[config.mk]
export PLATFORM = sky130hd
export DESIGN_NAME = vision_region_detect
export DESIGN_NICKNAME = d
export VERILOG_FILES = /design/src/rtl/vision_region_detect.sv
export SDC_FILE = /design/constraint.sdc
export NUM_CORES = 1
export LEC_CHECK = 0
export ABC_AREA = 1
export BUFFER_PORTS_ARGS = -buffer_cell sky130_fd_sc_hd__buf_2
export CORE_MARGIN = 5
export CORE_UTILIZATION = 62
export DETAILED_ROUTE_END_ITERATION = 10
export PLACE_DENSITY = 0.82
export SLEW_MARGIN = 10
export SYNTH_ARGS = -nofsm -noshare
export SYNTH_HDL_FRONTEND = slang
export SYNTH_SLANG_ARGS = --single-unit
[constraint.sdc]
create_clock -name pixel_clock_in -period 10.4 [get_ports pixel_clock_in]
set_clock_uncertainty 0.15 [all_clocks]
set_input_delay 1.04 -clock pixel_clock_in [delete_from_list [all_inputs] [get_ports pixel_clock_in]]
set_output_delay 1.04 -clock pixel_clock_in [all_outputs]
set_load 0.05 [all_outputs]
[src/rtl/vision_region_detect.sv]
// Per-frame marker detector for an RGB565 pixel stream: thresholds colour, counts marker
// pixels in a 3x3 grid and publishes quadrant/lane/jump results once per frame.
module vision_region_detect #(
  parameter int         WIDTH           = 320,
  parameter int         HEIGHT          = 240,
  parameter logic [4:0] R_MIN           = 5'd20,
  parameter logic [5:0] G_MAX           = 6'd24,
  parameter logic [4:0] B_MAX           = 5'd12,
  parameter logic [13:0] COUNT_THRESHOLD = 14'd400
) (
  input  logic        pixel_clock_in,
  input  logic        reset_in,
  input  logic [15:0] pixel_data,
  input  logic        pixel_valid,
  input  logic        frame_done,
  output logic [8:0]  quadrants,
  output logic [1:0]  lane,
  output logic        jump,
  output logic        frame_error,
  output logic        vision_data_valid
);

  localparam int XW = $clog2(WIDTH);
  localparam int YW = $clog2(HEIGHT + 1);
  localparam logic [XW-1:0] X_LAST = XW'(WIDTH - 1);
  localparam logic [XW-1:0] X_B1   = XW'(WIDTH / 3);
  localparam logic [XW-1:0] X_B2   = XW'(2 * (WIDTH / 3));
  localparam logic [YW-1:0] Y_END  = YW'(HEIGHT);
  localparam logic [YW-1:0] Y_B1   = YW'(HEIGHT / 3);
  localparam logic [YW-1:0] Y_B2   = YW'(2 * (HEIGHT / 3));
  localparam logic [16:0]   FRAME_PIXELS = 17'(WIDTH * HEIGHT);

  localparam logic [1:0] ST_ACCUM   = 2'd0;
  localparam logic [1:0] ST_EVAL    = 2'd1;
  localparam logic [1:0] ST_PUBLISH = 2'd2;

  logic [1:0]    state_q, state_d;
  logic [XW-1:0] x_q, x_d;
  logic [YW-1:0] y_q, y_d;
  logic [1:0]    col_q, col_d, row_q, row_d;
  logic [13:0]   acc_q [9];
  logic [13:0]   acc_d [9];
  logic [13:0]   snap_q [9];
  logic [13:0]   snap_d [9];
  logic [16:0]   total_q, total_d;
  logic          err_q, err_d;
  logic [8:0]    q_q, q_d;
  logic [1:0]    colsum_q [3];
  logic [1:0]    colsum_d [3];
  logic [8:0]    quad_q, quad_d;
  logic [1:0]    lane_q, lane_d;
  logic          jump_q, jump_d;
  logic          ferr_q, ferr_d;
  logic          valid_q, valid_d;

  logic          marker, take, count_en;
  logic [3:0]    region_idx;
  logic [XW-1:0] x_inc;
  logic [YW-1:0] y_inc;

  assign marker = (pixel_data[15:11] >= R_MIN) && (pixel_data[10:5] <= G_MAX) &&
                  (pixel_data[4:0] <= B_MAX);
  // A pixel presented together with frame_done belongs to neither frame.
  assign take       = pixel_valid && !frame_done;
  assign count_en   = take && (y_q < Y_END);
  assign region_idx = 4'(row_q) * 4'd3 + 4'(col_q);
  assign x_inc      = x_q + XW'(1);
  assign y_inc      = y_q + YW'(1);

  always_comb begin
    x_d     = x_q;
    y_d     = y_q;
    col_d   = col_q;
    row_d   = row_q;
    total_d = total_q;
    err_d   = err_q;
    for (int unsigned i = 0; i < 9; i++) begin
      acc_d[i]  = acc_q[i];
      snap_d[i] = snap_q[i];
    end
    if (frame_done) begin
      x_d     = '0;
      y_d     = '0;
      col_d   = '0;
      row_d   = '0;
      total_d = '0;
      err_d   = (total_q != FRAME_PIXELS);
      for (int unsigned i = 0; i < 9; i++) begin
        snap_d[i] = acc_q[i];
        acc_d[i]  = '0;
      end
    end else begin
      if (take && (total_q != '1)) total_d = total_q + 17'd1;
      if (count_en) begin
        if (marker && (acc_q[region_idx] != '1))
          acc_d[region_idx] = acc_q[region_idx] + 14'd1;
        if (x_q == X_LAST) begin
          x_d   = '0;
          col_d = 2'd0;
          y_d   = y_inc;
          if (y_inc == Y_B1) row_d = 2'd1;
          else if (y_inc == Y_B2) row_d = 2'd2;
        end else begin
          x_d = x_inc;
          if (x_inc == X_B1) col_d = 2'd1;
          else if (x_inc == X_B2) col_d = 2'd2;
        end
      end
    end
  end

  always_comb begin
    state_d = ST_ACCUM;
    if (frame_done) state_d = ST_EVAL;
    else if (state_q == ST_EVAL) state_d = ST_PUBLISH;
  end

  always_comb begin
    q_d = q_q;
    for (int unsigned c = 0; c < 3; c++) colsum_d[c] = colsum_q[c];
    if (state_q == ST_EVAL) begin
      for (int unsigned i = 0; i < 9; i++) q_d[i] = (snap_q[i] >= COUNT_THRESHOLD);
      for (int unsigned c = 0; c < 3; c++)
        colsum_d[c] = 2'(q_d[c]) + 2'(q_d[3+c]) + 2'(q_d[6+c]);
    end
  end

  always_comb begin
    quad_d  = quad_q;
    lane_d  = lane_q;
    jump_d  = jump_q;
    ferr_d  = ferr_q;
    valid_d = 1'b0;
    if (state_q == ST_PUBLISH) begin
      quad_d  = q_q;
      jump_d  = |q_q[2:0];
      ferr_d  = err_q;
      valid_d = 1'b1;
      // Ties go to the lowest column; an empty grid keeps the previous lane.
      if ((colsum_q[0] | colsum_q[1] | colsum_q[2]) != 2'd0) begin
        if ((colsum_q[0] >= colsum_q[1]) && (colsum_q[0] >= colsum_q[2])) lane_d = 2'd0;
        else if (colsum_q[1] >= colsum_q[2]) lane_d = 2'd1;
        else lane_d = 2'd2;
      end
    end
  end

  always_ff @(posedge pixel_clock_in or posedge reset_in) begin
    if (reset_in) begin
      state_q <= ST_ACCUM;
      x_q     <= '0;
      y_q     <= '0;
      col_q   <= '0;
      row_q   <= '0;
      total_q <= '0;
      err_q   <= 1'b0;
      q_q     <= '0;
      quad_q  <= '0;
      lane_q  <= 2'd1;
      jump_q  <= 1'b0;
      ferr_q  <= 1'b0;
      valid_q <= 1'b0;
      for (int unsigned i = 0; i < 9; i++) begin
        acc_q[i]  <= '0;
        snap_q[i] <= '0;
      end
      for (int unsigned c = 0; c < 3; c++) colsum_q[c] <= '0;
    end else begin
      state_q <= state_d;
      x_q     <= x_d;
      y_q     <= y_d;
      col_q   <= col_d;
      row_q   <= row_d;
      total_q <= total_d;
      err_q   <= err_d;
      q_q     <= q_d;
      quad_q  <= quad_d;
      lane_q  <= lane_d;
      jump_q  <= jump_d;
      ferr_q  <= ferr_d;
      valid_q <= valid_d;
      for (int unsigned i = 0; i < 9; i++) begin
        acc_q[i]  <= acc_d[i];
        snap_q[i] <= snap_d[i];
      end
      for (int unsigned c = 0; c < 3; c++) colsum_q[c] <= colsum_d[c];
    end
  end

  assign quadrants         = quad_q;
  assign lane              = lane_q;
  assign jump              = jump_q;
  assign frame_error       = ferr_q;
  assign vision_data_valid = valid_q;

endmodule

## Yosys cells after proc, flatten, opt, wreduce, memory -nomap -nowiden

Cells that the tools add are included.

| cells by class | value |
|---|---|
| $add $sub $neg | 11 |
| reduce and logical (&&, ||, !) cells | 22 |
| $mul | 1 |
| bitwise operators | 3 |
| mux-type cells | 32 |
| equal/unequal tests | 10 |
| order comparisons | 18 |

Operators with widths:

| kind | number |
|---|---|
| two-way mux 126 bit | 3 |
| bitwise mux 126 bit | 1 |
| >= comparator 14 x 9 -> 1 bit (second input constant) | 9 |
| binary-select mux 14 bit (select 4 bit) | 1 |
| demux 14 bit (select 4 bit) | 1 |
| two-way mux 14 bit | 3 |
| two-way mux 17 bit | 2 |
| != test 17 bit (second input constant) | 2 |
| two-way mux 2 bit | 14 |
| two-way mux 9 bit | 3 |
| two-way mux 8 bit | 3 |
| adder 17 x 1 -> 17 bit (second input constant) | 1 |
| adder 14 x 1 -> 14 bit (second input constant) | 1 |
| != test 14 bit (second input constant) | 1 |
| >= comparator 5 bit (second input constant) | 2 |
| nonzero test 2 bit | 5 |
| adder 9 x 1 -> 9 bit (second input constant) | 1 |
| equality test 9 x 7 -> 1 bit (second input constant) | 1 |
| equality test 9 x 8 -> 1 bit (second input constant) | 1 |
| equality test 9 bit (second input constant) | 1 |
| adder 8 x 1 -> 8 bit (second input constant) | 1 |
| equality test 8 x 7 -> 1 bit (second input constant) | 1 |
| equality test 8 bit (second input constant) | 1 |
| logical AND 1 bit | 8 |
| 20 further kinds | 30 |

| word-level totals | value |
|---|---|
| output and inout bits | 14 |
| bits of input ports | 20 |
| logic and storage cells | 131 |
| bits in registers | 322 |

## Depth between registers and ports, before layout

| logic depth | value |
|---|---|
| word-level depth | 11 |
| depth in mapped cells | 22 |
| mapped depth without buffers | 20 |

## Worst setup path before layout

No wires, ideal clock.

| timing | value |
|---|---|
| kind | flip-flop to flip-flop |
| start point | reg col_q[1] |
| end point | reg acc_q[30] (netlist bit) |
| path buffers | 2 |
| library setup time | 118 ps |
| required time | 10132 ps |
| slack | 6637 ps |
| data arrival time | 3495 ps |
| clock period less this slack | 3763 ps |
| cell stages (with the launch flop) | 20 |
| path through | dfrtp_1 > inv_1 > fa_1 > inv_1 > ha_1 > inv_1 > fa_1 > nor2_1 > buf_2 > nand2_1 > nand3_1 > ha_1 > nand3_1 > nor2_2 > nand3_4 > nand2_4 > nor2_2 > buf_2 > nand2_1 > nand2_1 |

| between the ends | value |
|---|---|
| cells in the longest elaborated chain, start to end | 10 |
| elaborated cells between the ends (all ways) | 19 |
| classes of those cells | 2 x add/sub; 2 x order compare; 1 x eq/ne; 9 x mux; 1 x bitwise; 4 x reduce/logical |

Ends and longest elaborated chain:

| what | line | source |
|---|---|---|
| from (decl) | 40 | `logic [1:0] col_q, col_d, row_q, row_d;` |
| from (signal assigned) | 172 | `col_q <= col_d;` |
| adder 4 x 2 -> 4 bit (*) | 66 | `assign region_idx = 4'(row_q) * 4'd3 + 4'(col_q);` |
| NOT 4 -> 5 bit (implied by the code) (*) | 95, 96 |  |
| binary-select mux 14 bit (select 4 bit), or another cell as far along | 95, 96 |  |
| two-way mux 14 bit (implied by the code) or logical AND 1 bit (tied branches) | 95, 96 |  |
| two-way mux 14 bit, on equally long branches | 95, 96 |  |
| adder 14 x 1 -> 14 bit or demux 14 bit (select 4 bit) (tied branches) | 96 | `acc_d[region_idx] = acc_q[region_idx] + 14'd1;` |
| bitwise mux 126 bit | 96 |  |
| two-way mux 126 bit | 95 | `if (marker && (acc_q[region_idx] != '1))` |
| two-way mux 126 bit | 94 | `if (count_en) begin` |
| two-way mux 126 bit | 81 | `if (frame_done) begin` |
| to (signal, indexed assignment) | 183 | `acc_q[i] <= acc_d[i];` |
| to (decl) | 41 | `logic [13:0] acc_q [9];` |

Mark *: on every way between the ends. The rest lies on a longest branch, timed or not. The select of a mux whose other input is x is not followed.
A chain may end at the register's enable or synchronous reset.

## Final worst setup path

| timing | value |
|---|---|
| start point | reg row_q[1] |
| end point | reg acc_q[92] (netlist bit) |

| between the ends | value |
|---|---|
| cells in the longest elaborated chain, start to end | 11 |
| elaborated cells between the ends (all ways) | 20 |
| classes of those cells | 2 x add/sub; 1 x mul; 2 x order compare; 1 x eq/ne; 9 x mux; 1 x bitwise; 4 x reduce/logical |

Ends and longest elaborated chain:

| what | line | source |
|---|---|---|
| from (decl) | 40 |  |
| from (signal assigned) | 173 | `row_q <= row_d;` |
| multiplier 2 x 2 -> 4 bit (*) | 66 |  |
| adder 4 x 2 -> 4 bit (*) | 66 |  |
| NOT 4 -> 5 bit (implied by the code) (*) | 95, 96 |  |
| binary-select mux 14 bit (select 4 bit), or another cell as far along | 95, 96 |  |
| two-way mux 14 bit (implied by the code) or logical AND 1 bit (tied branches) | 95, 96 |  |
| two-way mux 14 bit, on equally long branches | 95, 96 |  |
| adder 14 x 1 -> 14 bit or demux 14 bit (select 4 bit) (tied branches) | 96 |  |
| bitwise mux 126 bit | 96 |  |
| two-way mux 126 bit | 95 |  |
| two-way mux 126 bit | 94 |  |
| two-way mux 126 bit | 81 |  |

Marked as above.

==> flow_metrics.env <==
export IMPL_status="completed"
export IMPL_worstPathMaxFanout=15
export IMPL_ys_seq_elements=286
export IMPL_synth_sequential_area_ratio=0.507
export IMPL_critPathLaunch="row_q[1]$_DFFE_PP0P_"
export IMPL_cts_htree_levels=1
export IMPL_hold_violations_final=0
export IMPL_final_worst_setup_slack_ns=5.30
export IMPL_full_die_area_sq_um=25900
export IMPL_slew_viol_final=0
export IMPL_final_cell_area_sq_um=15200
export IMPL_cp_depth=17
export IMPL_fmax_mhz=196
export IMPL_timing_hold_worst_start="quadrants[3]$_DFFE_PP0P_"
export IMPL_chipHeight_microns=161
export IMPL_post_synthesis_async_set_or_reset_flop_share=1.00
export IMPL_max_slew_worst_pin_slew_ns=1.26
export IMPL_ys_warn_count=0
export IMPL_crit_chain="inv_1, fa_1, inv_1, ha_1, inv_1, fa_1, nand2_1, inv_1, nand2_1, nand3_1, ha_1, nand3_1, nor2_2, xor2_1, buf_4, nand2_1, nand2_1"
export IMPL_worst_setup_path_endpoint="acc_q[92]$_DFFE_PP0P_"
export IMPL_grt_remaining_overflow=0
export IMPL_worst_path_dominant_cell_family="adder cells"
export IMPL_io_buffer_count=31
export IMPL_placement_rows=55
export IMPL_multi_input_comb_area_sq_um=5870
export IMPL_setup_worst_path_class="flip-flop to flip-flop"
export IMPL_r2r_start="row_q[1]$_DFFE_PP0P_"
export IMPL_num_fill_cells=1779
export IMPL_effective_utilization_at_floorplan=0.627
export IMPL_drt_iter0_markers=1386
export IMPL_finalWorstPathRequiredPeriod_ns=5.10
export IMPL_flow_area_growth_from_synthesis_pct=7.59
export IMPL_postRouteWirelength_mm=35.1
export IMPL_maxCapViolCount=0
export IMPL_synth_main_ff_cell="dfrtp_1"
export IMPL_max_vdd_ir_drop_v=0.000128
export IMPL_cts_resized=0
export IMPL_netlist_instances=1817
export IMPL_gp_routability_congestion=0.906
export IMPL_preCtsSetupSlack_ns=5.54
export IMPL_boundaryPins=34
export IMPL_min_period_over_period=0.491
export IMPL_flop2flop_setup_slack_ns=5.30
export IMPL_post_drt_wl_per_cell_microns=16.7
export IMPL_rr_endpoint="acc_q[92]$_DFFE_PP0P_"
export IMPL_max_slew_margin=0.149
export IMPL_timing_critical_path_to_type="flip-flop"
export IMPL_route_detailed_vias_per_inst=5.79
export IMPL_synthDistinctLibCells=42
export IMPL_die_width_microns=161
export IMPL_proportion_of_layout_cells_with_a_drive_suffix_above_1=0.0590
export IMPL_cts_sinks=286
export IMPL_synth_nets=1860
export IMPL_rsz0062_at_grt="false"
export IMPL_postPlaceCellArea_sq_um=14200
export IMPL_insertion_delay_of_the_later_clocked_pin_in_the_worst_skew_pair_ns=0.57
export IMPL_crit_arrival_ns=5.45
export IMPL_total_power_mw=2.26
export IMPL_design_core_area_sq_um=22500
export IMPL_setup_tns_final_ns=0
export IMPL_antenna_diode_count=0
export IMPL_critical_path_startpoint_category="flip-flop"
export IMPL_hold_path_class="flip-flop to flip-flop"
export IMPL_antenna_found_initial=0
export IMPL_tritoncts="yes"
export IMPL_synth_edf_count=0
export IMPL_reg2reg_depth=17
export IMPL_fin_hold_ws_ns=0.320
export IMPL_cts_inserted_buffers=30
export IMPL_regArea_sq_um=7160
export IMPL_grt_start_max_net_pins=193
export IMPL_finalSetupViolations=0
export IMPL_postCtsSetupBuffers=0
export IMPL_timing_critical_path_slowest_cell_delay_ns=0.84
export IMPL_routed_via_count=12100
export IMPL_critical_path_required_ns=10.75
export IMPL_drc=0
export IMPL_ctsHoldBuffers=0
export IMPL_critPathBufInv=5
export IMPL_cts_root_buffer_cell="clkbuf_16"
export IMPL_post_synthesis_cell_area_sq_um=14100
export IMPL_first_pass_iters=6
export IMPL_static_leakage_power_nw=7.55
export IMPL_nets=1836
export IMPL_grt_first_pass_wirelength_mm=58.0
export IMPL_cts_max_path_bufs=3
export IMPL_detail_route_antenna_nets=0
export IMPL_slowest_stage="fa_1"
export IMPL_synthesis_area_per_instance_sq_um=7.77
export IMPL_powerDensity_nw_per_um2=149
export IMPL_number_of_global_route_vias_before_repair=11700
export IMPL_detailed_placer_s_ending_hpwl_mm=21.9
export IMPL_clk_pin_slew_worst_paths_ns=0.06
export IMPL_globalRouteTotalUtil=0.271
cells by family after synthesis:
family / count (synthesis) / share of synthesized area
AO/OA/AOI/OAI: 155 / 0.0605
XOR/XNOR: 17 / 0.0111
adder cells (fa/ha/maj): 23 / 0.0230
buffers and inverters: 256 / 0.0776
flip-flops: 286 / 0.507
AND/OR/NAND/NOR: 1080 / 0.321
layer usage:
metal | track usage | part of all wire | vias to the layer above
li1 | - | - | 5729
met1 | 0.372 | 0.40 | 5761
met2 | 0.449 | 0.48 | 570
met3 | 0.0387 | 0.086 | 84
met4 | 0.0888 | 0.030 | 0
met5 | 0 | 0 | -
cell usage after synthesis (7+ instances only):
cell type    n  area, sq um
nand2_1    702         2640
dfrtp_1    285         7130
nand3_1    237         1190
inv_1      153          574
o21ai_0    114          571
nor2_1      75          282
clkbuf_1    50          188
ha_1        18          225
nor3_1      17         85.1
buf_2       14         70.1
buf_4       13         97.6
xor2_1      13          114
nor2_2      12         75.1
nor4_1      12         75.1
nand4_1     11         68.8
a21oi_1     10         50.1
o22ai_1     10         62.6
buf_6        9          101
a311oi_1     8         70.1
buf_1        8         30.0
nand3b_1     7         52.6
where the power goes:
part           internal [mW]  switching [mW]  leakage (nW)
clock network          0.601           0.447         0.475
registers               1.12         0.00509          3.97
logic                 0.0146          0.0741          3.10
metrics by stage:
stage / std cells / utilization
detailed placement: 2046 / 0.632
global route: 2099 / 0.675
CTS: 2099 / 0.675
floorplan: 1817 / -
finish: 2099 / 0.675
global placement: 2046 / 0.632
registers in the layout, indices dropped and copies added (netlist names):
register / flops
col_q: 2
q_q: 9
vision_data_valid: 1
y_q: 8
err_q: 1
state_q: 2
snap_q: 90
quadrants: 9
colsum_q: 6
row_q: 2
acc_q: 126
jump: 1
x_q: 9
frame_error: 1
lane: 2
total_q: 17
worst min path at each step:
stage	to	slack [ns]	depth (start not counted)
after floorplan	snap_q[107]$_DFFE_PP0P_	0.28	2
after CTS	quadrants[3]$_DFFE_PP0P_	0.32	2
after global placement	quadrants[5]$_DFFE_PP0P_	0.30	2
after global routing	snap_q[79]$_DFFE_PP0P_	0.34	2
after detailed placement	quadrants[3]$_DFFE_PP0P_	0.30	2
final	quadrants[3]$_DFFE_PP0P_	0.32	2
final cells by class:
| class | count | share of cell area |
|---|---|---|
| inverter | 161 | 0.0404 |
| clock buffer | 45 | 0.0571 |
| timing repair buffer | 39 | 0.0152 |
| tap | 285 | 0.0235 |
| clock inverter | 8 | 0.00634 |
| multi-input combinational | 1275 | 0.386 |
| sequential | 286 | 0.471 |
worst register-to-register path, cell delays in order, from the launching register on:
cell and delay (ns):
dfrtp_1 0.37, inv_1 0.12, fa_1 0.46, inv_1 0.09, ha_1 0.13, inv_1 0.04
fa_1 0.84, nand2_1 0.28, inv_1 0.39, nand2_1 0.14, nand3_1 0.12, ha_1 0.23
nand3_1 0.17, nor2_2 0.31, xor2_1 0.75, buf_4 0.27, nand2_1 0.06, nand2_1 0.10
placed cells by master, fill, tap and decap left out, types with 3 or more instances in the layout:
| cell | instances |
|---|---|
| clkinv_2 | 5 |
| clkbuf_1 | 9 |
| clkbuf_8 | 6 |
| xnor2_1 | 3 |
| nand2_1 | 702 |
| nor2_1 | 75 |
| nor3_1 | 17 |
| dfrtp_1 | 285 |
| o22ai_1 | 10 |
| nor2_2 | 12 |
| buf_4 | 8 |
| ha_1 | 17 |
| nand3b_1 | 7 |
| a21oi_1 | 10 |
| clkinv_1 | 6 |
| fa_1 | 5 |
| buf_2 | 30 |
| o21ai_0 | 114 |
| nand4_1 | 11 |
| nand3_1 | 237 |
| a31oi_1 | 3 |
| inv_1 | 151 |
| clkbuf_16 | 30 |
| a311oi_1 | 8 |
| xor2_1 | 13 |
| nor4_1 | 12 |
Note: power is estimated with default switching activity, not from simulation.
